`src/rtl/rom_dual_address_pkg.sv`:
```
// Shared content image for the dual-port lookup ROM.
// Entry k is the base pattern, stretched or truncated to DATA_W, rotated left by 8*k bits.
package rom_dual_address_pkg;

    localparam int ADDR_W    = 3;
    localparam int DATA_W    = 64;
    localparam int ROM_DEPTH = 2 ** ADDR_W;

    typedef logic [DATA_W-1:0] rom_word_t;
    typedef logic [ADDR_W-1:0] rom_addr_t;
    typedef logic [ROM_DEPTH-1:0][DATA_W-1:0] rom_image_t;

    localparam logic [63:0] ROM_BASE = 64'h0123456789ABCDEF;

    // Bit i of the stretched pattern repeats the 64-bit base; rotation is modulo DATA_W.
    function automatic rom_image_t build_rom_image();
        rom_image_t image;
        rom_word_t  pattern;
        int         shift;
        int         src;
        for (int i = 0; i < DATA_W; i++) begin
            pattern[i] = ROM_BASE[i % 64];
        end
        for (int k = 0; k < ROM_DEPTH; k++) begin
            shift = (8 * k) % DATA_W;
            for (int i = 0; i < DATA_W; i++) begin
                src         = (i - shift + DATA_W) % DATA_W;
                image[k][i] = pattern[src];
            end
        end
        return image;
    endfunction

    localparam rom_image_t ROM_CONTENT = build_rom_image();

endpackage

```
`src/rtl/rom_read_port.sv`:
```
// One synchronous read port of the shared ROM image.
// The word for the sampled address is registered every cycle; reset clears it.
module rom_read_port
    import rom_dual_address_pkg::*;
#(
    parameter int ADDR_W = rom_dual_address_pkg::ADDR_W,
    parameter int DATA_W = rom_dual_address_pkg::DATA_W
) (
    input  logic              clk,
    input  logic              rst_n,
    input  logic [ADDR_W-1:0] addr,
    output logic [DATA_W-1:0] dout
);

    always_ff @(posedge clk or negedge rst_n) begin
        if (!rst_n) begin
            dout <= '0;
        end else begin
            dout <= ROM_CONTENT[addr];
        end
    end

endmodule

```
`src/rtl/rom_dual_address.sv`:
```
// Two independent registered read ports over one constant content image.
// Ports never conflict, so both may address the same entry in the same cycle.
module rom_dual_address
    import rom_dual_address_pkg::*;
#(
    parameter int ADDR_W = rom_dual_address_pkg::ADDR_W,
    parameter int DATA_W = rom_dual_address_pkg::DATA_W
) (
    input  logic              clk,
    input  logic              rst_n,
    input  logic [ADDR_W-1:0] addr1,
    input  logic [ADDR_W-1:0] addr2,
    output logic [DATA_W-1:0] dout1,
    output logic [DATA_W-1:0] dout2
);

    rom_read_port #(
        .ADDR_W(ADDR_W),
        .DATA_W(DATA_W)
    ) u_port1 (
        .clk  (clk),
        .rst_n(rst_n),
        .addr (addr1),
        .dout (dout1)
    );

    rom_read_port #(
        .ADDR_W(ADDR_W),
        .DATA_W(DATA_W)
    ) u_port2 (
        .clk  (clk),
        .rst_n(rst_n),
        .addr (addr2),
        .dout (dout2)
    );

endmodule

```
`config.mk`:
```
export PLATFORM = sky130hd
export DESIGN_NAME = rom_dual_address
export DESIGN_NICKNAME = d
export VERILOG_FILES = /design/src/rtl/rom_dual_address_pkg.sv /design/src/rtl/rom_read_port.sv /design/src/rtl/rom_dual_address.sv
export SDC_FILE = /design/constraint.sdc
export NUM_CORES = 1
export LEC_CHECK = 0
export CAP_MARGIN = 20
export CORE_MARGIN = 4
export CORE_UTILIZATION = 37
export CTS_BUF_LIST = sky130_fd_sc_hd__clkbuf_4
export CTS_CLUSTER_SIZE = 25
export DETAILED_ROUTE_END_ITERATION = 6
export PLACE_DENSITY = 0.95
export RECOVER_POWER = 50
export SETUP_SLACK_MARGIN = 0.05
export SLEW_MARGIN = 5
export SYNTH_ARGS = -nofsm -noshare
export SYNTH_HDL_FRONTEND = slang
export SYNTH_SLANG_ARGS = --single-unit
```
`constraint.sdc`:
```
create_clock -name clk -period 1.9 [get_ports clk]
set_clock_uncertainty 0.05 [all_clocks]
set_input_delay 0.19 -clock clk [delete_from_list [all_inputs] [get_ports clk]]
set_output_delay 0.19 -clock clk [all_outputs]
set_load 0.02 [all_outputs]
```
==> out/results.ini <==
[global_routing]
grt_pass1_vias = 1058
grt_antenna_before_repair = 0
grt-ovfl-total = 0
grt_usage = 0.121
grt_pass1_wl_um = 5560
grt_max_degree = 30

[logic_synthesis]
synth.top_cell.area_share = 0.418
syn_area_um2 = 1780
synth_seq_cells = 29
yosys.area_share.simple = 0.0310
synthAdderAreaFrac = 0.0844
postSynthAreaPerCell_um2 = 10.3
synth_top_family_by_area = buffers and inverters
synth_xor_area_frac = 0
yosysSeqAreaShare = 0.408
syn_inst = 172
synth_compound_area_frac = 0.0289
yosys_warnings = 0
synth.area.top_cells = buf_4, dfrtp_1, ha_1
ys_types = 17
synth_area_leader_cell = buf_4
synth_mux_area_frac = 0

[timing]
setup_viol = 0
worst_pin_slew_ns = 0.713
drv_slew = 0
rsz0062_at_grt = false
finalSetupTns_ns = 0
fin_crit_ns = 1.71
post-route-period-util = 0.898
relSlewSlack = 0.525
report.final.hold_viol_count = 0
fmax_mhz = 586

[worst_setup_path]
crit_arrival_ns = 1.47
cp_top_family = buffers and inverters
max_stage_delay_ns = 0.66
path_class = flop to output pin
worst_ep_required_time_ns = 1.66
end_kind = output pin
crit_buf_inv = 1
cp_max_fo = 16
critPathSlowestCell = clkdlybuf4s50_1
start_kind = flop
crit_chain = clkdlybuf4s50_1

[power_and_ir_drop]
pwr_density_cell_nw_per_um2 = 713
irDropWorstVdd_v = 0.000397
power.total_mw = 1.71
p_leak_nw = 1.09

[clocking]
clkTransAtPathRegs_ns = 0.08
hold_buffers = 0
numCtsBuffers = 5
clk_path_buf_depth = 2
root_buffer = clkbuf_4
cts-htree-levels = 2
postCtsResizedCells = 1
post_cts_buffers = 0
cts.sinks = 29
cts_tree = done

[detailed_routing]
top_layer = met4
wl_met2_um = 1990
dr.pass1.iters = 4
wirelength_um = 3600
vias_per_cell = 3.90
drc = 0
wl_per_cell_um = 13.5
vias = 1037
ant_nets = 0
met3WireLength_um = 366
wl_met1_um = 1190
drt_iter0_drc = 30

[floorplan]
ios = 136
num_rows = 24
start_util = 0.395
dieHeight_um = 77.3
die-area_um2 = 5980
core-area_um2 = 4500
dieWidth_um = 77.3

[place]
io_buffers = 119
placed_cells = 258
gp_congestion = 0.723
hpwlAfterDp_um = 3010

[finish]
seq_area_um2 = 727
antennaDiodeCount = 0
multi_input_area_um2 = 309
area_growth_pct = 34.7
nets = 233
stdcell_count = 266
drive_above_1_share = 0.0467
fill_cells = 404

[job]
maxCapViolations = 0

[status]
status = finished, final reports clean

[hold_path]
hp-class = input pin to async pin

==> logic make-up after synthesis <==
logic type      count (synthesis)
other cells                     2
simple gates                   10
buf+inv                       111
fa+ha+maj                      12
flops                          29
compound gates                  8
==> how the worst max path moves through the flow <==
| stage | startpoint | to | slack (ns) | depth (start not counted) |
|---|---|---|---|---|
| floorplan | u_port1.dout[56] | dout1[16] | 0.79 | 1 |
| global placement | u_port1.dout[56] | dout1[0] | 0.40 | 1 |
| detailed placement | addr1[2] | u_port1.dout[46] | 0.36 | 4 |
| CTS | u_port1.dout[56] | dout1[0] | 0.15 | 1 |
| global route | u_port1.dout[56] | dout1[0] | 0.07 | 1 |
| finish | u_port1.dout[56] | dout1[24] | 0.19 | 1 |
==> sequential cells by signal, summed over array words and instances (netlist names) <==
register      flops
u_port2.dout     14
u_port1.dout     15
==> layout by cell type (no fill, tap or decap) <==
master           count
clkdlybuf4s50_1     85
dlygate4sd3_1       34
dfrtp_1             28
conb_1              17
ha_1                12
inv_1               10
clkbuf_4             8
a21oi_1              4
o21ai_0              4
and2b_1              2
nand2b_1             2
nor2_1               2
nand2_1              2
or2_1                2
clkbuf_2             1
dfrtp_2              1
==> synth_stat cells <==
| library cell | n |
|---|---|
| a21oi_1 | 2 |
| a21oi_2 | 2 |
| and2b_1 | 2 |
| buf_4 | 99 |
| clkbuf_1 | 2 |
| conb_1 | 2 |
| dfrtp_1 | 29 |
| ha_1 | 12 |
| inv_1 | 8 |
| inv_2 | 2 |
| nand2_1 | 2 |
| nand2b_1 | 2 |
| nor2_1 | 2 |
| o21ai_0 | 2 |
| o21ai_1 | 1 |
| o21ai_2 | 1 |
| or2_1 | 2 |
==> power by group <==
part	internal, mW	switching [mW]
logic	0.278	0.351
clock network	0.190	0.187
registers	0.663	0.0384
total	1.13	0.576
==> per-stage QoR <==
stage                     hold slack (ns)  instance area (um^2)  setup WS, ns   util
after detailed placement            0.558                  2350         0.359  0.521
after global routing                0.441                  2390        0.0689  0.532
after global placement              0.546                  2350         0.401  0.521
after floorplan                    -0.156                  1830         0.793      -
after CTS                           0.209                  2410         0.150  0.535
final                               0.409                  2390         0.194  0.532
==> layer usage <==
| layer | global-route usage | up-vias |
|---|---|---|
| li1 | - | 485 |
| met5 | 0 | - |
| met3 | 0.0597 | 5 |
| met4 | 0.0480 | 0 |
| met2 | 0.224 | 66 |
| met1 | 0.112 | 481 |
==> layout make-up <==
cell class / instances / share of cell area
repair buffers: 120 / 0.499
clock buffers: 8 / 0.0251
well taps: 52 / 0.0272
inverters: 10 / 0.0157
flip-flops and latches: 29 / 0.304
multi-input cells: 47 / 0.129
(Power assumes the default switching activity.)
